**src/rtl/fetch_prefetch.sv**
```systemverilog
// Instruction-fetch stage with an in-order prefetch queue over a request/grant/response
// memory port; redirects flush the queue and drop stale in-flight responses.
module fetch_prefetch #(
  parameter int unsigned           DATA_WIDTH  = 32,
  parameter logic [DATA_WIDTH-1:0] RESET_PC    = '0,
  parameter int unsigned           QUEUE_DEPTH = 4
) (
  input  logic                  clk,
  input  logic                  rst,
  input  logic                  redirect,
  input  logic [DATA_WIDTH-1:0] redirect_pc,
  output logic                  imem_req,
  output logic [DATA_WIDTH-1:0] imem_addr,
  input  logic                  imem_gnt,
  input  logic                  imem_rvalid,
  input  logic [DATA_WIDTH-1:0] imem_rdata,
  output logic                  instr_valid,
  input  logic                  instr_ready,
  output logic [DATA_WIDTH-1:0] instr,
  output logic [DATA_WIDTH-1:0] pc_out,
  output logic [DATA_WIDTH-1:0] pc_out4
);

  localparam int unsigned           PW      = $clog2(QUEUE_DEPTH);
  localparam logic [PW+1:0]         DEPTH_L = (PW+2)'(QUEUE_DEPTH);
  localparam logic [DATA_WIDTH-1:0] FOUR    = DATA_WIDTH'(4);

  typedef logic [PW:0] ptr_t;

  ptr_t                  alloc_q, alloc_d, fill_q, fill_d, head_q, head_d, drop_q, drop_d;
  logic [DATA_WIDTH-1:0] fetch_pc_q, fetch_pc_d;
  logic [DATA_WIDTH-1:0] pc_mem_q    [QUEUE_DEPTH];
  logic [DATA_WIDTH-1:0] instr_mem_q [QUEUE_DEPTH];

  ptr_t        occ, inflight;
  logic [PW+1:0] used;
  logic        grant, fill_en, pop;
  logic        unused_rpc_bits;

  assign unused_rpc_bits = ^redirect_pc[1:0];

  assign occ      = alloc_q - head_q;
  assign inflight = alloc_q - fill_q;
  // Entries still owed a stale response count against capacity, so nothing is overwritten.
  assign used     = {1'b0, occ} + {1'b0, drop_q};

  assign imem_req    = !rst && !redirect && (used < DEPTH_L);
  assign imem_addr   = fetch_pc_q;
  assign grant       = imem_req && imem_gnt;
  assign fill_en     = imem_rvalid && !redirect && (drop_q == '0);
  assign instr_valid = !rst && !redirect && (fill_q != head_q);
  assign pop         = instr_valid && instr_ready;

  assign instr   = instr_mem_q[head_q[PW-1:0]];
  assign pc_out  = pc_mem_q[head_q[PW-1:0]];
  assign pc_out4 = pc_out + FOUR;

  always_comb begin
    alloc_d    = alloc_q;
    fill_d     = fill_q;
    head_d     = head_q;
    drop_d     = drop_q;
    fetch_pc_d = fetch_pc_q;
    if (redirect) begin
      alloc_d    = '0;
      fill_d     = '0;
      head_d     = '0;
      drop_d     = drop_q + inflight - ptr_t'(imem_rvalid);
      fetch_pc_d = {redirect_pc[DATA_WIDTH-1:2], 2'b00};
    end else begin
      if (grant) begin
        alloc_d    = alloc_q + ptr_t'(1);
        fetch_pc_d = fetch_pc_q + FOUR;
      end
      if (imem_rvalid) begin
        if (drop_q != '0) drop_d = drop_q - ptr_t'(1);
        else              fill_d = fill_q + ptr_t'(1);
      end
      if (pop) head_d = head_q + ptr_t'(1);
    end
  end

  always_ff @(posedge clk or posedge rst) begin
    if (rst) begin
      alloc_q    <= '0;
      fill_q     <= '0;
      head_q     <= '0;
      drop_q     <= '0;
      fetch_pc_q <= RESET_PC;
    end else begin
      alloc_q    <= alloc_d;
      fill_q     <= fill_d;
      head_q     <= head_d;
      drop_q     <= drop_d;
      fetch_pc_q <= fetch_pc_d;
    end
  end

  always_ff @(posedge clk or posedge rst) begin
    if (rst) begin
      for (int unsigned i = 0; i < QUEUE_DEPTH; i++) begin
        pc_mem_q[i]    <= '0;
        instr_mem_q[i] <= '0;
      end
    end else begin
      if (grant)   pc_mem_q[alloc_q[PW-1:0]]   <= fetch_pc_q;
      if (fill_en) instr_mem_q[fill_q[PW-1:0]] <= imem_rdata;
    end
  end

endmodule

```
**config.mk**
```make
export PLATFORM = sky130hd
export DESIGN_NAME = fetch_prefetch
export DESIGN_NICKNAME = d
export VERILOG_FILES = /design/src/rtl/fetch_prefetch.sv
export SDC_FILE = /design/constraint.sdc
export NUM_CORES = 1
export LEC_CHECK = 0
export ABC_CLOCK_PERIOD_IN_PS = 10400
export CORE_ASPECT_RATIO = 1.5
export CORE_MARGIN = 2
export CORE_UTILIZATION = 55
export DETAILED_ROUTE_END_ITERATION = 10
export PLACE_DENSITY_LB_ADDON = 0.12
export SETUP_SLACK_MARGIN = 0.02
export SYNTH_ARGS = -nofsm -noshare
export SYNTH_HDL_FRONTEND = slang
export SYNTH_SLANG_ARGS = --single-unit
export TNS_END_PERCENT = 30
```
**constraint.sdc**
```tcl
create_clock -name clk -period 10.4 [get_ports clk]
set_input_delay 1.56 -clock clk [delete_from_list [all_inputs] [get_ports clk]]
set_output_delay 1.56 -clock clk [all_outputs]
set_load 0.005 [all_outputs]
```
==> impl_metrics.csv, run 1 <==
group,metric,value,unit
placement,portBuffers,191,
setup_path,path_cells,"buf_4 > mux4_2 > and4_1 > and4_1 > nand4_1 > xnor2_1 > clkdlybuf4s50_1",
worst_hold_path,holdCritPathClass,"reg -> reg",
setup_path,worstPathArrival,4140,ps
synth,synth_cell_type_count,54,
finish,area_delta_synth_final,21.1,%
clock_network,hold_buffers,0,
global_routing,gr-usage-all-layers,24.2,%
global_routing,grt_pass1_vias,9593,
clock_network,clock-sinks,290,
route,ant_nets,0,
sta,hold_viol,0,
clock_network,root_buffer,"clkbuf_16",
power,power_density,216,mW/mm^2
clock_network,htreeDepth,1,
route,drt-pass1-iter-count,4,
global_routing,grt_pass1_wl,52200,um
global_routing,grt_max_degree,153,
sta,tns,0,ps
synth,synth_area,0.0141,mm^2
job,drv_cap,0,
clock_network,clkTransAtPathRegs,70,ps
clock_network,clock_latency,530,ps
sta,slew_viol_final,0,
global_routing,grt_overflow_total,0,
sta,hold_ws,475,ps
route,drtIter0Drc,371,
floorplanning,die_area,0.0270,mm^2
clock_network,cts_tree,"done",
setup_path,critPathKind,"reg -> out",
synth,synth_seq_cells,290,
setup_path,critical_path_required,8840,ps
clock_network,post_cts_resized,0,
route,totalWireLength,31800,um
synth,seq_area_frac_synth,51.4,%
clock_network,cts_max_path_buffers,3,
synth,synth_edf_count,0,
clock_network,postCtsSetupRepairBufs,0,
finish,nFillCells,1892,
synth,async_reset_ff_share,100,%
setup_path,critPathMostFrequentCell,"and4_1",
sta,fmax,175,MHz
synth,synth_top_area_share,51.4,%
setup_path,critPathCaptureType,"output pin",
floorplanning,ios,200,
route,vias,9086,
synth,synthTopCellsByArea,"dfrtp_1, mux2_2, mux4_2",
route,viasPerCell,5.87,
sta,finClkSkew,9.12,ps
floorplanning,fp.dieW,135,um
placement,dpl.hpwl,20700,um
finish,drive_gt1_share,28.9,%
sta,finalSetupViolations,0,
status,status,"finished, final reports clean",
power,ir_drop,0.000184,V
route,drc,0,
worst_hold_path,min_from,"pc_mem_q[18]$_DFFE_PP0P_",
setup_path,slowest_delay,730,ps
route,routedWlPerCell,20.6,um
floorplanning,initial_core_util,56.1,%
sta,maxSlewHeadroom,23.3,%
setup_path,r2r_start,"head_q[1]$_DFFE_PP0P_",
power,p_leak,7.69,nW
floorplanning,core,0.0251,mm^2
sta,rsz0062_at_grt,"no",
sta,period_share,54.8,%
synth,yosysMostFrequentCell,"dfrtp_1",
synth,syn_avg_cell_area,13.6,um^2
setup_path,crit_start,"head_q[1]$_DFFE_PP0P_",
synth,ys_warn_count,0,
floorplanning,die-height,200,um
clock_network,cts_inserted_buffers,27,
finish,nets,1291,
synth,netlist_instances,1035,
floorplanning,fp-row-count,71,
placement,gp_congestion,0.780,
global_routing,grt_antenna_before_repair,1,
sta,final.min_clock_period,5700,ps
synth,yosys-top-cells-count,"dfrtp_1, mux2_2, nand2_1",
setup_path,cp_slowest_cell,"buf_4",
synth,synthFlopType,"dfrtp_1",
setup_path,critical_path.max_fanout,53,
synth,synth_top_area_cell,"dfrtp_1",
sta,max_slew.worst_pin.slew,1140,ps
setup_path,cp-start-kind,"flip-flop",
cell type report:
type	count	area [um^2]	area share, %
Clock inverter	12	148	0.864
Clock buffer	36	759	4.44
Multi-Input combinational cell	655	6410	37.5
Sequential cell	290	7260	42.5
Tap cell	328	410	2.40
Timing Repair Buffer	203	2010	11.8
Inverter	22	90.1	0.527
Antenna cell	1	2.50	0.0146
flip-flops by register name (all words and copies together), names as in the netlist:
| name | cells |
|---|---|
| alloc_q | 3 |
| drop_q | 3 |
| fill_q | 3 |
| head_q | 3 |
| imem_addr | 30 |
| instr_mem_q | 128 |
| pc_mem_q | 120 |
per-stage QoR:
stage	cell area, um^2	total power, mW	util (%)	cells	worst slack (ps)
after floorplan	14100	2.11	-	1040	834
after global placement	16200	2.67	64.4	1498	5250
after detailed placement	16200	2.70	64.4	1498	5230
after CTS	17100	3.73	68.0	1546	4640
after global routing	17100	3.89	68.0	1546	4490
final	17100	3.68	68.0	1547	4700
kinds of logic after synthesis:
| group | after synthesis | share of synthesized area (%) |
|---|---|---|
| adders and majority gates | 22 | 2.22 |
| and+or+nand+nor | 200 | 7.39 |
| DFF | 290 | 51.4 |
| xor gates and xnor gates | 51 | 3.17 |
| muxes | 298 | 29.0 |
| other | 1 | 0.0266 |
| AOI/OAI and AO/OA | 78 | 3.45 |
| buffers and inverters | 95 | 3.32 |
report_power, final:
part           internal [mW]  total [mW]  switching [mW]
sequential              1.36        1.52           0.154
combinational          0.724        1.15           0.429
clock                  0.587        1.01           0.427
total                   2.68        3.68            1.01
layer usage:
metal	routed length, um	vias up	track usage [%]
li1	-	4093	-
met1	12300	4680	29.6
met2	16900	269	43.5
met3	1960	44	4.86
met4	656	0	6.32
met5	0	-	0
worst paths after layout:
path | end | slack (ps) | cells past startpoint
setup / recovery | pc_out4[31] | 4700 | 7
hold / removal | pc_mem_q[18]$_DFFE_PP0P_ | 470 | 2
setup reg to reg | pc_mem_q[52]$_DFFE_PP0P_ | 5840 | 11
hold reg to reg | pc_mem_q[18]$_DFFE_PP0P_ | 470 | 2
max in group asynchronous | pc_mem_q[100]$_DFFE_PP0P_ | 7370 | 3
min in group asynchronous | fill_q[0]$_DFFE_PP0P_ | 1660 | 2
cell usage in the layout (no fill, tap or decap), types with 3 or more instances in the layout:
master / instances
a21oi_1: 8
a221o_1: 5
a31oi_1: 3
and2_1: 4
and3_1: 6
and4_1: 7
buf_4: 11
bufinv_16: 3
clkbuf_1: 4
clkbuf_16: 27
clkbuf_8: 5
clkdlybuf4s50_1: 190
clkinv_2: 5
conb_1: 6
dfrtp_1: 288
fa_1: 5
ha_1: 17
inv_1: 21
mux2_2: 232
mux2i_1: 4
mux4_1: 12
mux4_2: 50
nand2_1: 72
nand2_2: 3
nand3_1: 26
nand4_1: 19
nor2_1: 25
nor3_1: 11
nor4_1: 5
o211ai_1: 5
o21ai_0: 40
o311ai_0: 3
o31ai_1: 3
or3_1: 5
or4_1: 4
xnor2_1: 37
xor2_1: 14
worst max-delay path, delay by kind of cell (launching register included):
family,cells,cell delay (ps)
DFF,1,600
buffers and inverters,2,1270
muxes,1,430
xor gates and xnor gates,1,270
and+or+nand+nor,3,980
(Power assumes the default switching activity.)
==> run 2: changes to the inputs <==
- ABC_CLOCK_PERIOD_IN_PS: 10400 -> 4800
- CORE_UTILIZATION: 55 -> 50
- clock period: 10.4 -> 4.8 ns (I/O delays scaled with it)
==> run 2 against run 1 <==
Compared with the run above:
- clock power grew 140%
- sequential share of layout area fell by 0.51 points
- setup slack worse by 4400 ps
- via count fell by 0.63%
- hold slack improved by 2.9 ps
- clock skew grew 0.52 ps
- wire length is 1.1% higher
- register-to-register slack worse by 4700 ps
- cell area grew 1.2%
- first-iteration DRC count grew 9.2%
- critical path depth unchanged
==> impl_metrics.csv, run 2 (synthesis results as in run 1) <==
group,metric,value,unit
floorplanning,core,0.0279,mm^2
floorplanning,fp-row-count,75,
clock_network,clock_latency,550,ps
route,drc,0,
sta,hold_viol,0,
placement,dp_cells,1524,
clock_network,cts_inserted_buffers,28,
finish,instances_no_fill,1574,
global_routing,grt_antenna_before_repair,3,
setup_path,cp-start-kind,"flip-flop",
finish,mostFrequentLayoutCells,"dfrtp_1, mux2_2, clkdlybuf4s50_1",
setup_path,path_depth,7,
placement,gp_congestion,0.775,
setup_path,critPathTopFamily,"buffers and inverters",
setup_path,critPathMostFrequentCell,"and4_1",
floorplanning,die_area,0.0296,mm^2
setup_path,r2r_cells,11,
route,vias,9029,
setup_path,critPathCaptureType,"output pin",
sta,slew_viol_final,0,
clock_network,clkTransAtPathRegs,60,ps
setup_path,cp_slowest_cell,"mux4_1",
sta,period_share,93.4,%
finish,largest-register,"instr_mem_q",
sta,tns,0,ps
clock_network,hold_buffers,0,
clock_network,postCtsSetupRepairBufs,0,
setup_path,r2r_start,"head_q[0]$_DFFE_PP0P_",
status,status,"finished, final reports clean",
job,drv_cap,0,
route,drtIter0Drc,405,
placement,dpl.hpwl,21000,um
setup_path,critical_path.max_fanout,17,
placement,portBuffers,191,
clock_network,cts_max_path_buffers,3,
floorplanning,ios,200,
finish,drive_gt1_share,29.3,%
global_routing,grt_max_degree,74,
power,p_leak,7.78,nW
setup_path,path_cells,"buf_4 > mux4_1 > and4_1 > and4_1 > nand4_1 > xnor2_1 > clkdlybuf4s50_1",
sta,maxSlewHeadroom,23.5,%
route,drt-pass1-iter-count,4,
clock_network,cts_tree,"done",
worst_hold_path,holdCritPathClass,"reg -> reg",
global_routing,grt_overflow_total,0,
setup_path,critPathKind,"reg -> out",
sta,finClkSkew,9.64,ps
setup_path,cp_num_buf_inv,2,
route,routedWlPerCell,20.4,um
clock_network,clock-sinks,290,
worst_hold_path,hold_depth,2,
finish,nets,1300,
floorplanning,fp.dieW,141,um
finish,largest_reg_flops,128,
route,totalWireLength,32100,um
global_routing,gr-usage-all-layers,22.3,%
setup_path,slowest_delay,710,ps
setup_path,crit_start,"head_q[0]$_DFFE_PP0P_",
global_routing,grt_pass1_vias,9472,
power,power,8.17,mW
worst_hold_path,min_from,"pc_mem_q[72]$_DFFE_PP0P_",
sta,fmax,223,MHz
power,power_density,472,mW/mm^2
route,viasPerCell,5.74,
clock_network,root_buffer,"clkbuf_16",
global_routing,grt_pass1_wl,52100,um
finish,antenna_cells,0,
floorplanning,initial_core_util,50.6,%
setup_path,critical_path_required,4080,ps
sta,final.min_clock_period,4480,ps
finish,area_delta_synth_final,22.6,%
power,ir_drop,0.000432,V
route,ant_nets,0,
setup_path,worstPathArrival,3760,ps
sta,finalSetupViolations,0,
floorplanning,die-height,210,um
sta,rsz0062_at_grt,"no",
finish,layout_commonest_cell,"dfrtp_1",
clock_network,post_cts_resized,0,
sta,max_slew.worst_pin.slew,1140,ps
clock_network,htreeDepth,1,
==> run 2: cell types whose count changed in the layout (fill, tap and decap cells not counted), sizes merged <==
cell | before | now
clkinvlp | 2 | 3
clkbuf | 36 | 38
clkinv | 6 | 5
buf | 13 | 21
inv | 23 | 21
bufinv | 3 | 5
diode | 1 | 0
==> run 2: per-layer routing <==
| layer | global-route usage (%) | vias to the layer above | share of wire [%] |
|---|---|---|---|
| li1 | - | 4113 | - |
| met1 | 27.4 | 4639 | 39 |
| met2 | 39.5 | 223 | 52 |
| met3 | 4.59 | 50 | 6.0 |
| met4 | 6.79 | 4 | 2.5 |
| met5 | 0 | - | 0.065 |
==> run 2: final cells by class <==
class / instances / area [um^2]
clock buffer: 38 / 820
multi-input combinational: 655 / 6400
tap: 346 / 433
clock inverter: 12 / 190
timing repair buffer: 211 / 2110
inverter: 22 / 86.3
sequential: 290 / 7260
fill: 2254 / 10600
==> run 2: power by group <==
part / total [mW] / switching (mW) / internal [mW]
combinational: 2.49 / 0.917 / 1.58
clock: 2.40 / 0.938 / 1.46
sequential: 3.28 / 0.325 / 2.96
==> run 2: stage by stage <==
stage | utilization [%] | hold WS (ps) | worst slack, ps | instance area, um^2
floorplan | - | 442 | 233 | 14100
global placement | 58.5 | 454 | 907 | 16300
detailed placement | 58.5 | 466 | 866 | 16300
CTS | 62.1 | 480 | 254 | 17300
global route | 62.1 | 498 | 86.2 | 17300
finish | 62.1 | 478 | 317 | 17300
==> run 2: worst paths after layout <==
path	slack, ps	endpoint
worst max-delay path	320	pc_out4[31]
worst min register to register	480	pc_mem_q[72]$_DFFE_PP0P_
min in group asynchronous	830	instr_mem_q[109]$_DFFE_PP0P_
max in group asynchronous	3060	pc_mem_q[115]$_DFFE_PP0P_
worst min-delay path	480	pc_mem_q[72]$_DFFE_PP0P_
worst max register to register	1120	pc_mem_q[127]$_DFFE_PP0P_
==> run 2: worst register-to-register path, delay by kind of cell (launching register included) <==
family / cells / cell delay, ps
XOR/XNOR: 2 / 290
adder cells (fa/ha/maj): 3 / 850
buffers and inverters: 2 / 400
flip-flops: 1 / 620
multiplexers: 1 / 350
AND/OR/NAND/NOR: 3 / 1040
==> run 3: changes to the inputs <==
--- a/config.mk
+++ b/config.mk
@@ -11,2 +11,3 @@
 export CORE_UTILIZATION = 50
+export CTS_CLUSTER_SIZE = 40
 export DETAILED_ROUTE_END_ITERATION = 10
--- a/constraint.sdc
+++ b/constraint.sdc
@@ -3,2 +3,2 @@
 set_output_delay 0.72 -clock clk [all_outputs]
-set_load 0.005 [all_outputs]
+set_load 0.01 [all_outputs]
==> run 3 against run 2 <==
Compared with the run above:
- clock power fell by 8%
- core utilization decreased by 0.39 points
- combinational power rose by 7%
- flip-flop and latch count unchanged
- fmax fell by 0.16%
- register-to-register slack better by 30 ps
- sequential share of layout area increased by 0.27 points
- critical path depth stayed put
- critical endpoint unchanged
- highest routed layer unchanged
==> impl_metrics.csv, run 3 (synthesis results as in run 1) <==
group,metric,value,unit
status,status,"finished, final reports clean",
finish,largest_reg_flops,128,
floorplanning,ios,200,
floorplanning,core,0.0279,mm^2
power,ir_drop,0.000326,V
finish,drive_gt1_share,28.7,%
sta,final.min_clock_period,4490,ps
clock_network,cts_max_path_buffers,3,
finish,area_delta_synth_final,21.8,%
finish,layout_commonest_cell,"dfrtp_1",
sta,max_slew.worst_pin.slew,990,ps
power,p_leak,7.73,nW
sta,tns,0,ps
sta,hold_ws,478,ps
floorplanning,die_area,0.0296,mm^2
finish,mostFrequentLayoutCells,"dfrtp_1, mux2_2, clkdlybuf4s50_1",
sta,finClkSkew,7.00,ps
route,viasPerCell,5.72,
placement,dpl.hpwl,21200,um
route,vias,9002,
global_routing,grt_max_degree,103,
sta,fmax,223,MHz
route,ant_nets,0,
clock_network,cts_tree,"done",
clock_network,clock-sinks,290,
global_routing,grt_antenna_before_repair,3,
route,met2_length,16800,um
clock_network,clock_latency,550,ps
sta,maxSlewHeadroom,33.4,%
route,routedWlPerCell,20.4,um
finish,nFillCells,2267,
global_routing,grt_overflow_total,0,
route,drt-pass1-iter-count,4,
clock_network,post_cts_resized,0,
floorplanning,fp.dieW,141,um
sta,hold_viol,0,
route,met1Wirelength,12600,um
global_routing,gr-usage-all-layers,22.1,%
power,power_density,474,mW/mm^2
sta,slew_viol_final,0,
worst_hold_path,holdCritPathClass,"reg -> reg",
finish,largest-register,"instr_mem_q",
route,totalWireLength,32100,um
route,met3_length,1810,um
sta,rsz0062_at_grt,"no",
finish,nets,1300,
finish,antenna_cells,0,
setup_path,worstPathArrival,3770,ps
setup_path,r2r_start,"head_q[0]$_DFFE_PP0P_",
route,drc,0,
floorplanning,fp-row-count,75,
setup_path,critical_path_required,4080,ps
placement,gp_congestion,0.772,
clock_network,root_buffer,"clkbuf_16",
route,drtIter0Drc,378,
setup_path,cp-start-kind,"flip-flop",
sta,period_share,93.5,%
clock_network,cts_inserted_buffers,29,
setup_path,critical_path.max_fanout,17,
clock_network,clkTransAtPathRegs,60,ps
placement,portBuffers,191,
global_routing,grt_pass1_vias,9497,
sta,finalSetupViolations,0,
route,top_layer_used,"met5",
setup_path,critPathCaptureType,"output pin",
clock_network,htreeDepth,1,
worst_hold_path,min_from,"pc_mem_q[83]$_DFFE_PP0P_",
floorplanning,initial_core_util,50.6,%
clock_network,hold_buffers,0,
floorplanning,die-height,210,um
global_routing,grt_pass1_wl,51700,um
setup_path,critPathKind,"reg -> out",
setup_path,crit_start,"head_q[0]$_DFFE_PP0P_",
clock_network,postCtsSetupRepairBufs,0,
job,drv_cap,0,
## run 3: cell types whose count changed in the layout (fill, tap and decap cells not counted), sizes merged
cell      before  now
clkbuf        38   47
bufinv         5    1
clkinv         5    3
clkinvlp       3    1
buf           21   20
inv           21   22
## run 3: per-layer routing
layer  GRT usage (%)  vias to the layer above
met5               0                        -
met4            6.79                        4
met3            4.61                       47
met2            39.7                      203
met1            26.7                     4626
li1                -                     4122
## run 3: area by class of cell
type	instances	area, um^2	area share, %
Sequential cell	290	7260	42.2
Clock buffer	47	863	5.02
Multi-Input combinational cell	655	6400	37.3
Clock inverter	5	57.6	0.335
Timing Repair Buffer	210	2090	12.1
Tap cell	346	433	2.52
Inverter	22	86.3	0.502
## run 3: power breakdown
| part | internal, mW | switching [mW] | total [mW] |
|---|---|---|---|
| clock | 1.28 | 0.927 | 2.20 |
| sequential | 2.96 | 0.324 | 3.28 |
| combinational | 1.58 | 1.09 | 2.67 |
| total | 5.81 | 2.34 | 8.16 |
## run 3: worst paths after layout
check,slack [ps],cells after the start,to
setup / recovery,310,7,pc_out4[31]
hold / removal,480,2,pc_mem_q[83]$_DFFE_PP0P_
setup reg to reg,1150,11,imem_addr[30]$_DFFE_PP0P_
hold reg to reg,480,2,pc_mem_q[83]$_DFFE_PP0P_
max in group asynchronous,3070,3,pc_mem_q[21]$_DFFE_PP0P_
min in group asynchronous,730,2,instr_mem_q[18]$_DFFE_PP0P_
## run 3: through the flow
stage,total power [mW],worst slack [ps],utilization [%],std cells,instance area [um^2]
after floorplan,4.76,233,-,1040,14100
after global placement,5.96,849,58.4,1523,16300
after detailed placement,6.03,838,58.4,1523,16300
after CTS,8.27,237,61.7,1575,17200
after global routing,8.61,51.1,61.7,1575,17200
final,8.16,310,61.7,1575,17200
## run 3: worst max-delay path, stage by stage, from the launching register on
cell             delay, ps
dfrtp_4                610
buf_4                  420
mux4_1                 710
and4_1                 290
and4_1                 340
nand4_1                160
xnor2_1                130
clkdlybuf4s50_1        550
